File: src/rtl/keypad_pkg.sv
// Shared types and constants for the 4x4 matrix keypad scanner.
// The key map turns a latched {row, col} pair into the hex digit printed on the keypad.
package keypad_pkg;

    localparam int ROWS = 4;
    localparam int COLS = 4;

    typedef enum logic [1:0] {
        SCAN,
        DEBOUNCE,
        HELD,
        RELEASE
    } state_e;

    // Entry {row, col}; row 3 holds E 0 F D, row 0 holds 1 2 3 A.
    localparam logic [15:0][3:0] KEY_MAP = {
        4'hD, 4'hF, 4'h0, 4'hE,
        4'hC, 4'h9, 4'h8, 4'h7,
        4'hB, 4'h6, 4'h5, 4'h4,
        4'hA, 4'h3, 4'h2, 4'h1
    };

    function automatic logic [3:0] key_lookup(input logic [1:0] row, input logic [1:0] col);
        return KEY_MAP[{row, col}];
    endfunction

endpackage

File: src/rtl/keypad_scanner_sync2.sv
// Two-flop synchronizer for the asynchronous keypad row lines.
// Flops reset to the idle (pulled-up) level so no phantom press appears after reset.
module sync2 #(
    parameter int   WIDTH     = 4,
    parameter logic RESET_VAL = 1'b1
) (
    input  logic             clk,
    input  logic             reset,
    input  logic [WIDTH-1:0] d_i,
    output logic [WIDTH-1:0] q_o
);

    logic [WIDTH-1:0] meta_q;
    logic [WIDTH-1:0] sync_q;

    always_ff @(posedge clk) begin
        if (reset) begin
            meta_q <= {WIDTH{RESET_VAL}};
            sync_q <= {WIDTH{RESET_VAL}};
        end else begin
            meta_q <= d_i;
            sync_q <= meta_q;
        end
    end

    assign q_o = sync_q;

endmodule

File: src/rtl/keypad_scanner.sv
// Column-scanning 4x4 keypad reader: one debounced key_valid strobe per press,
// key_held until the release has been debounced.
module keypad_scanner
    import keypad_pkg::*;
#(
    parameter int SCAN_DIV        = 4800,
    parameter int DEBOUNCE_CYCLES = 960000
) (
    input  logic       clk,
    input  logic       reset,
    input  logic [3:0] rows,
    output logic [3:0] cols,
    output logic [3:0] key_code,
    output logic       key_valid,
    output logic       key_held
);

    localparam int DIV_W = $clog2(SCAN_DIV + 1);
    localparam int DEB_W = $clog2(DEBOUNCE_CYCLES + 1);
    localparam logic [DIV_W-1:0] DIV_LAST = DIV_W'(SCAN_DIV - 1);
    localparam logic [DEB_W-1:0] DEB_LAST = DEB_W'(DEBOUNCE_CYCLES - 1);

    logic [ROWS-1:0] rs;

    state_e           state_q, state_d;
    logic [1:0]       col_q, col_d;
    logic [1:0]       row_q, row_d;
    logic [DIV_W-1:0] dwell_q, dwell_d;
    logic [DEB_W-1:0] deb_q, deb_d;
    logic [3:0]       code_q, code_d;
    logic             valid_q, valid_d;
    logic             held_q, held_d;

    logic             single_low;
    logic [1:0]       low_row;
    logic [ROWS-1:0]  row_pat;
    logic             row_bit;

    sync2 #(
        .WIDTH     (ROWS),
        .RESET_VAL (1'b1)
    ) u_sync (
        .clk   (clk),
        .reset (reset),
        .d_i   (rows),
        .q_o   (rs)
    );

    // A press is only trusted when exactly one row is low; ghosting from
    // multi-key combinations is discarded here.
    always_comb begin
        // NOTE: every always_comb output gets a default first so no path can infer a latch.
        single_low = 1'b1;
        low_row    = 2'd0;
        case (rs)
            4'b1110: low_row = 2'd0;
            4'b1101: low_row = 2'd1;
            4'b1011: low_row = 2'd2;
            4'b0111: low_row = 2'd3;
            default: single_low = 1'b0;
        endcase
    end

    assign row_pat = ~(4'b0001 << row_q);
    assign row_bit = rs[row_q];

    always_ff @(posedge clk) begin
        if (reset) begin
            // NOTE: non-blocking assignments keep every flop sampling the pre-edge values.
            state_q <= SCAN;
            col_q   <= 2'd0;
            row_q   <= 2'd0;
            dwell_q <= '0;
            deb_q   <= '0;
            code_q  <= 4'h0;
            valid_q <= 1'b0;
            held_q  <= 1'b0;
        end else begin
            state_q <= state_d;
            col_q   <= col_d;
            row_q   <= row_d;
            dwell_q <= dwell_d;
            deb_q   <= deb_d;
            code_q  <= code_d;
            valid_q <= valid_d;
            held_q  <= held_d;
        end
    end

    always_comb begin
        state_d = state_q;
        col_d   = col_q;
        row_d   = row_q;
        dwell_d = dwell_q;
        deb_d   = deb_q;
        code_d  = code_q;
        valid_d = 1'b0;
        held_d  = held_q;

        case (state_q)
            SCAN: begin
                if (dwell_q == DIV_LAST) begin
                    dwell_d = '0;
                    if (single_low) begin
                        row_d   = low_row;
                        deb_d   = '0;
                        state_d = DEBOUNCE;
                    end else begin
                        col_d = col_q + 2'd1;
                    end
                end else begin
                    dwell_d = dwell_q + DIV_W'(1);
                end
            end

            DEBOUNCE: begin
                if (rs == row_pat) begin
                    if (deb_q == DEB_LAST) begin
                        deb_d   = '0;
                        code_d  = key_lookup(row_q, col_q);
                        valid_d = 1'b1;
                        held_d  = 1'b1;
                        state_d = HELD;
                    end else begin
                        deb_d = deb_q + DEB_W'(1);
                    end
                end else begin
                    deb_d   = '0;
                    dwell_d = '0;
                    col_d   = col_q + 2'd1;
                    state_d = SCAN;
                end
            end

            // Only the latched row bit matters while a key is down.
            HELD: begin
                if (row_bit) begin
                    deb_d   = '0;
                    state_d = RELEASE;
                end
            end

            RELEASE: begin
                if (row_bit) begin
                    if (deb_q == DEB_LAST) begin
                        deb_d   = '0;
                        held_d  = 1'b0;
                        dwell_d = '0;
                        col_d   = col_q + 2'd1;
                        state_d = SCAN;
                    end else begin
                        deb_d = deb_q + DEB_W'(1);
                    end
                end else begin
                    deb_d   = '0;
                    state_d = HELD;
                end
            end

            default: state_d = SCAN;
        endcase
    end

    always_comb begin
        cols      = ~(4'b0001 << col_q);
        key_code  = code_q;
        key_valid = valid_q;
        key_held  = held_q;
    end

endmodule

File: config.mk
export PLATFORM = sky130hd
export DESIGN_NAME = keypad_scanner
export DESIGN_NICKNAME = d
export VERILOG_FILES = /design/src/rtl/keypad_pkg.sv /design/src/rtl/keypad_scanner_sync2.sv /design/src/rtl/keypad_scanner.sv
export SDC_FILE = /design/constraint.sdc
export NUM_CORES = 1
export LEC_CHECK = 0
export ABC_AREA = 1
export ABC_CLOCK_PERIOD_IN_PS = 3800
export CAP_MARGIN = 20
export CORE_ASPECT_RATIO = 0.6
export CORE_MARGIN = 3
export CORE_UTILIZATION = 43
export CTS_BUF_LIST = sky130_fd_sc_hd__clkbuf_2
export DETAILED_ROUTE_END_ITERATION = 10
export HOLD_SLACK_MARGIN = 0.05
export SYNTH_ARGS = -nofsm -noshare
export SYNTH_HDL_FRONTEND = slang
export SYNTH_SLANG_ARGS = --single-unit
File: constraint.sdc
create_clock -name clk -period 3.8 [get_ports clk]
set_input_delay 0.38 -clock clk [delete_from_list [all_inputs] [get_ports clk]]
set_output_delay 0.38 -clock clk [all_outputs]
set_load 0.03 [all_outputs]
[Word level (Yosys, flattened, before mapping)]
Memory sizes are Yosys's and may differ from the RTL's. A register that Yosys moved wholly into a read port is not among the register bits.
Index checks and enable logic that the tools add are counted.
Cells by class
  add/sub/neg operators: 3
  order comparisons: 1
  equality and inequality tests: 21
  shift-type cells: 2
  mux-type cells: 36
  bitwise gates (word level): 4
  reductions and logical operators: 12
Operators by type and width (number)
  20-bit 2-to-1 mux: 6
  20-bit case mux with 4 select lines: 1
  13-bit 2-to-1 mux: 4
  13-bit case mux with 3 select lines: 1
  2-bit 2-to-1 mux: 12
  20-bit by 1-bit adder with 20-bit output, second input constant: 1
  20-bit == test, second input constant: 1
  2-bit inequality test, second input constant: 9
  13-bit by 1-bit adder with 13-bit output, second input constant: 1
  13-bit == test, second input constant: 1
  4-bit == test, second input constant: 3
  2-bit case mux with 3 select lines: 2
  5-bit AND reduction: 2
  3-bit AND reduction: 3
  4-bit NOT: 2
  2-bit case mux with 4 select lines: 1
  1-bit by 2-bit left shift with 4-bit output, first input constant: 2
  1-bit 2-to-1 mux: 7
  3-bit inequality test, second input constant: 2
  6-bit AND reduction: 1
  2-bit == test, second input constant: 2
  4-bit by 3-bit == test with 1-bit output, second input constant: 1
  4-bit == test: 1
  4-bit AND reduction: 1
  11 further kinds: 12
Word-level totals
  bits in registers: 49
  ROM bits: 64
  output and inout port bits: 10
  logic and storage cells: 89
  memories kept: 1
Memory list
  (no name shown): words 16, bits a word 4, read ports 1, clocked after Yosys merged registers in 1, write ports 0, RTL line keypad_pkg.sv:24  | return KEY_MAP[{row, col}];

[Longest topological paths before layout]
  depth in word-level cells: 6
  mapped depth: 12

[Hierarchy]
A second synthesis with hierarchy kept.
Second synthesis, totals
  cell total of the unflattened synthesis: 532
  area total of the unflattened synthesis: 3329.4 µm²
By module, submodules not included
  keypad_scanner: instances 1, cells an instance 507, area an instance 3105.5 µm²
  sync2: instances 1, cells an instance 25, area an instance 224.0 µm²

[Worst setup path after synthesis]
No wires, ideal clock.
  kind: flip-flop to flip-flop
  from: register deb_q[0]
  to: register dwell_q[6]
  arrival time: 1.570 ns
  required time: 3.685 ns
  setup slack: 2.115 ns
  cell stages (with the launch flop): 12
  clock period less this slack: 1.685 ns
  cell sequence: dfxtp_1 > ha_1 > nand2_2 > nor2_4 > nand2_4 > inv_2 > nand3_1 > nand2_2 > nand3_2 > buf_2 > o21ai_1 > nor2_1
On the way
  longest elaborated chain between the ends: 3
RTL lines
  start, declared: RTL line keypad_scanner.sv:29  | logic [DEB_W-1:0] deb_q, deb_d;
  start signal, assigned: RTL line keypad_scanner.sv:74  | deb_q <= '0;
  start signal, assigned: RTL line keypad_scanner.sv:83  | deb_q <= deb_d;
  20-bit == test: RTL line keypad_scanner.sv:145  | if (deb_q == DEB_LAST) begin
  2-bit inequality test (no line)
  4-bit AND reduction (no line)
  end signal, assigned: RTL line keypad_scanner.sv:82  | dwell_q <= dwell_d;
  end, declared: RTL line keypad_scanner.sv:28  | logic [DIV_W-1:0] dwell_q, dwell_d;
Every way passes these cells.
A chain may end at the register's enable or synchronous reset.

[Worst setup path after layout]
  from: register col_q[0]
  to: output cols[0]
On the way
  longest elaborated chain between the ends: 2
RTL lines
  start, declared: RTL line keypad_scanner.sv:26  | logic [1:0] col_q, col_d;
  start signal, assigned: RTL line keypad_scanner.sv:80  | col_q <= col_d;
  1-bit by 2-bit left shift with 4-bit output: RTL line keypad_scanner.sv:165  | cols = ~(4'b0001 << col_q);
  4-bit NOT: RTL line keypad_scanner.sv:165
  end, declared: RTL line keypad_scanner.sv:12  | output logic [3:0] cols,
Every way passes these cells.

==> impl_metrics.tcl <==
set metrics [dict create \
    netlist_top_cells_area "dfxtp_1, nand2_1, nor2_1, nand3_1, inv_1" \
    ctsResizeCount 0 \
    min_from "rows[3]" \
    cts_hold_buffers 0 \
    first_pass_iters 5 \
    cts_max_path_buffers 2 \
    multiInputGateArea_mm2 0.001947 \
    cts_root_buf "clkbuf_2" \
    p_int_uw 629.5 \
    h-tree-depth 2 \
    synth_edf_count 0 \
    vias 3253 \
    yosysWarnings 0 \
    p_per_area_mw_per_mm2 239.5 \
    reg2reg_from "dwell_q[0]" \
    die_w_um 119.9 \
    crit_family "buffers and inverters" \
    via_per_inst 5.075 \
    pwr-share-comb_pct 5.3 \
    cpMostUsedCell "inv_1" \
    clockPowerShare_pct 28.2 \
    cts_tree "done" \
    synthDistinctLibCells 35 \
    ys_ff_latch 53 \
    fin_nets 550 \
    cts_buffers 5 \
    r2r-end "deb_q[9]" \
    reg2regPathDepth 10 \
    start_util_pct 45.14 \
    synth_ff_type "dfxtp_1" \
    diodes 0 \
    swShare_pct 26.64 \
    crit_type "flip-flop to primary output" \
    grt_usage_pct 19.55 \
    required_ns 3.42 \
    drv_cap 0 \
    max-slew-margin-rel_pct 53.49 \
    synth_compound_gate_area_share_pct 10.28 \
    drt_iter0_drc 295 \
    fmax_ghz 0.4050 \
    synthAdderAreaFrac_pct 2.990 \
    final.setup_skew_ns 0.004399 \
    synth_top_family_by_area "simple AND/OR/NAND/NOR gates" \
    worst_slew_pin_slew_ns 0.6968 \
    avgSynthCellArea_um2 6.341 \
    post-cts-setup-buffers 0 \
    holdPathStages 2 \
    crit_chain "inv_1 -> ha_1 -> inv_1 -> clkdlybuf4s50_1" \
    hpwl_um 6200 \
    row_count 24 \
    synthSimpleGateAreaFrac_pct 42.79 \
    hp-class "input port to flip-flop" \
    power.static_leakage_nw 1.461 \
    routed_wl_um 8182 \
    hold_viol 0 \
    yosys.area_share.xor_xnor_pct 2.093 \
    die_area_mm2 0.008916 \
    path_buf_inv 3 \
    finalSetupViolations 0 \
    die_y_um 74.35 \
    status "complete, no violations" \
    start_kind "flip-flop" \
    ant_nets 0 \
    muxShareOfSynthArea_pct 0 \
    port_buffers 15 \
    worstPathArrival_ns 2.09 \
    synthArstFlopShare_pct 0 \
    clk_latency_ns 0.46 \
    grt_pass1_vias 2756 \
    grt_pass1_wl_um 13890 \
    rsz0062_at_grt "no" \
    report.final.slew_viol_count 0 \
    drc_errors 0 \
    hold_end "u_sync.meta_q[3]" \
    cp_slowest_stage_delay_ns 0.66 \
    cts_sinks 53 \
    post-place-cells 633 \
    postSynthCellCount 528 \
    synth_area_leader_cell "dfxtp_1" \
    peakVddDrop_mv 0.1276 \
    cp_max_fo 7 \
    num-fill-cells 798 \
    endpoint_kind "primary output" \
    layout-drive-gt1-share_pct 9.870 \
    pwr-share-seq_pct 66.5 \
    seq_area_mm2 0.001061 \
    wl_per_cell_um 12.76 \
    grt_max_degree 27 \
    fin_cells 641 \
    core_area_mm2 0.007417 \
    synth_nets 542 \
    fin_crit_sh_pct 64.97 \
    switchingPower_uw 228.6 \
    place_area_mm2 0.003537 \
    final_area_mm2 0.003583 \
    synth-seq-area-share_pct 31.69 \
    final.setup.tns_ns 0 \
    ys_top_cells_by_count "nand2_1, nor2_1, inv_1, dfxtp_1, nand3_1" \
    syn2layout_area_growth_pct 7.026 \
    cp_slowest_cell "clkdlybuf4s50_1" \
    rrSetupSlack_ns 1.45 \
    synth_top_area_share_pct 31.69 \
    grt_antenna_before_repair 0 \
    grt_overflow 0 \
    synth_most_common_cell "nand2_1" \
    io_pins 16 \
    syn_area_mm2 0.003348 \
    clkTransAtPathRegs_ns 0.28 \
    period_minus_slack_ns 2.469 \
    place_congestion 0.9487 \
]
-- state kept, by name (all words and copies together) (netlist names) --
name and count:
state_q 2, deb_q 20, col_q 2, dwell_q 13, u_sync.meta_q 4, key_valid 1, key_code 4, row_q 2
key_held 1, u_sync.q_o 4
-- per-stage QoR --
| stage | setup WS [ns] | utilization, % | hold WS (ns) | power (mW) |
|---|---|---|---|---|
| floorplan | 2.115 | - | 0.3895 | 0.6114 |
| global placement | 1.561 | 47.69 | 0.3937 | 0.6255 |
| global route | 1.148 | 48.31 | 0.3891 | 0.9037 |
| detailed placement | 1.461 | 47.69 | 0.3959 | 0.6257 |
| CTS | 1.298 | 48.31 | 0.4119 | 0.8735 |
| finish | 1.331 | 48.31 | 0.4468 | 0.8582 |
-- cells by family after synthesis --
logic type | Yosys count
fa+ha+maj | 8
buf+inv | 78
flops | 53
simple gates | 319
xor+xnor | 8
compound gates | 62
-- worst max path at each step --
stage                           from  slack (ns)  cells past startpoint         end
after floorplan             deb_q[0]        2.12                     11  dwell_q[6]
after global placement    dwell_q[0]        1.56                     10   deb_q[11]
after detailed placement  dwell_q[0]        1.46                     10    deb_q[7]
after CTS                   col_q[0]        1.30                      4     cols[0]
after global routing      dwell_q[0]        1.15                     10    deb_q[9]
final                       col_q[0]        1.33                      4     cols[0]
-- cell usage in the layout, fill, tap and decap left out, types with 2 or more instances in the layout --
cell type          n
o21ai_0           20
o21ai_1            6
a31oi_1            4
clkdlybuf4s50_1   15
nand2_2           10
ha_1               8
a21oi_1           23
inv_6              2
inv_2              3
nand3_1           48
nand3_2            3
nand2_1          136
nor2_1            77
xnor2_1            2
a21oi_2            6
or2_2              9
nor2_2             6
dfxtp_1           53
inv_1             58
clkbuf_2           5
xor2_1             6
nor3_1            10
nand4_1           13
nor2_4             4
-- routing by layer --
| metal | track usage (%) | vias to the layer above | wire length [um] |
|---|---|---|---|
| met2 | 24.88 | 103 | 2839 |
| met5 | 0 | - | 0 |
| met1 | 32.34 | 1441 | 4608 |
| li1 | - | 1701 | - |
| met3 | 4.179 | 8 | 677 |
| met4 | 3.807 | 0 | 57 |
-- power groups by stage --
stage | Sequential, mW | Clock, mW | Combinational (mW)
2_1_floorplan | 0.579 | 0 | 0.0327
3_3_place_gp | 0.580 | 0 | 0.0453
3_5_place_dp | 0.580 | 0 | 0.0453
4_1_cts | 0.571 | 0.257 | 0.0455
5_1_grt | 0.573 | 0.279 | 0.0523
6_report | 0.571 | 0.242 | 0.0455
-- cell type report --
type	instances	share of cell area, %
timing repair buffer	16	4.399
clock inverter	3	0.5936
inverter	63	6.739
sequential	53	29.61
multi-input combinational	397	54.33
tap	104	3.631
clock buffer	5	0.6983
No activity file was read; power rests on OpenSTA's default activity.
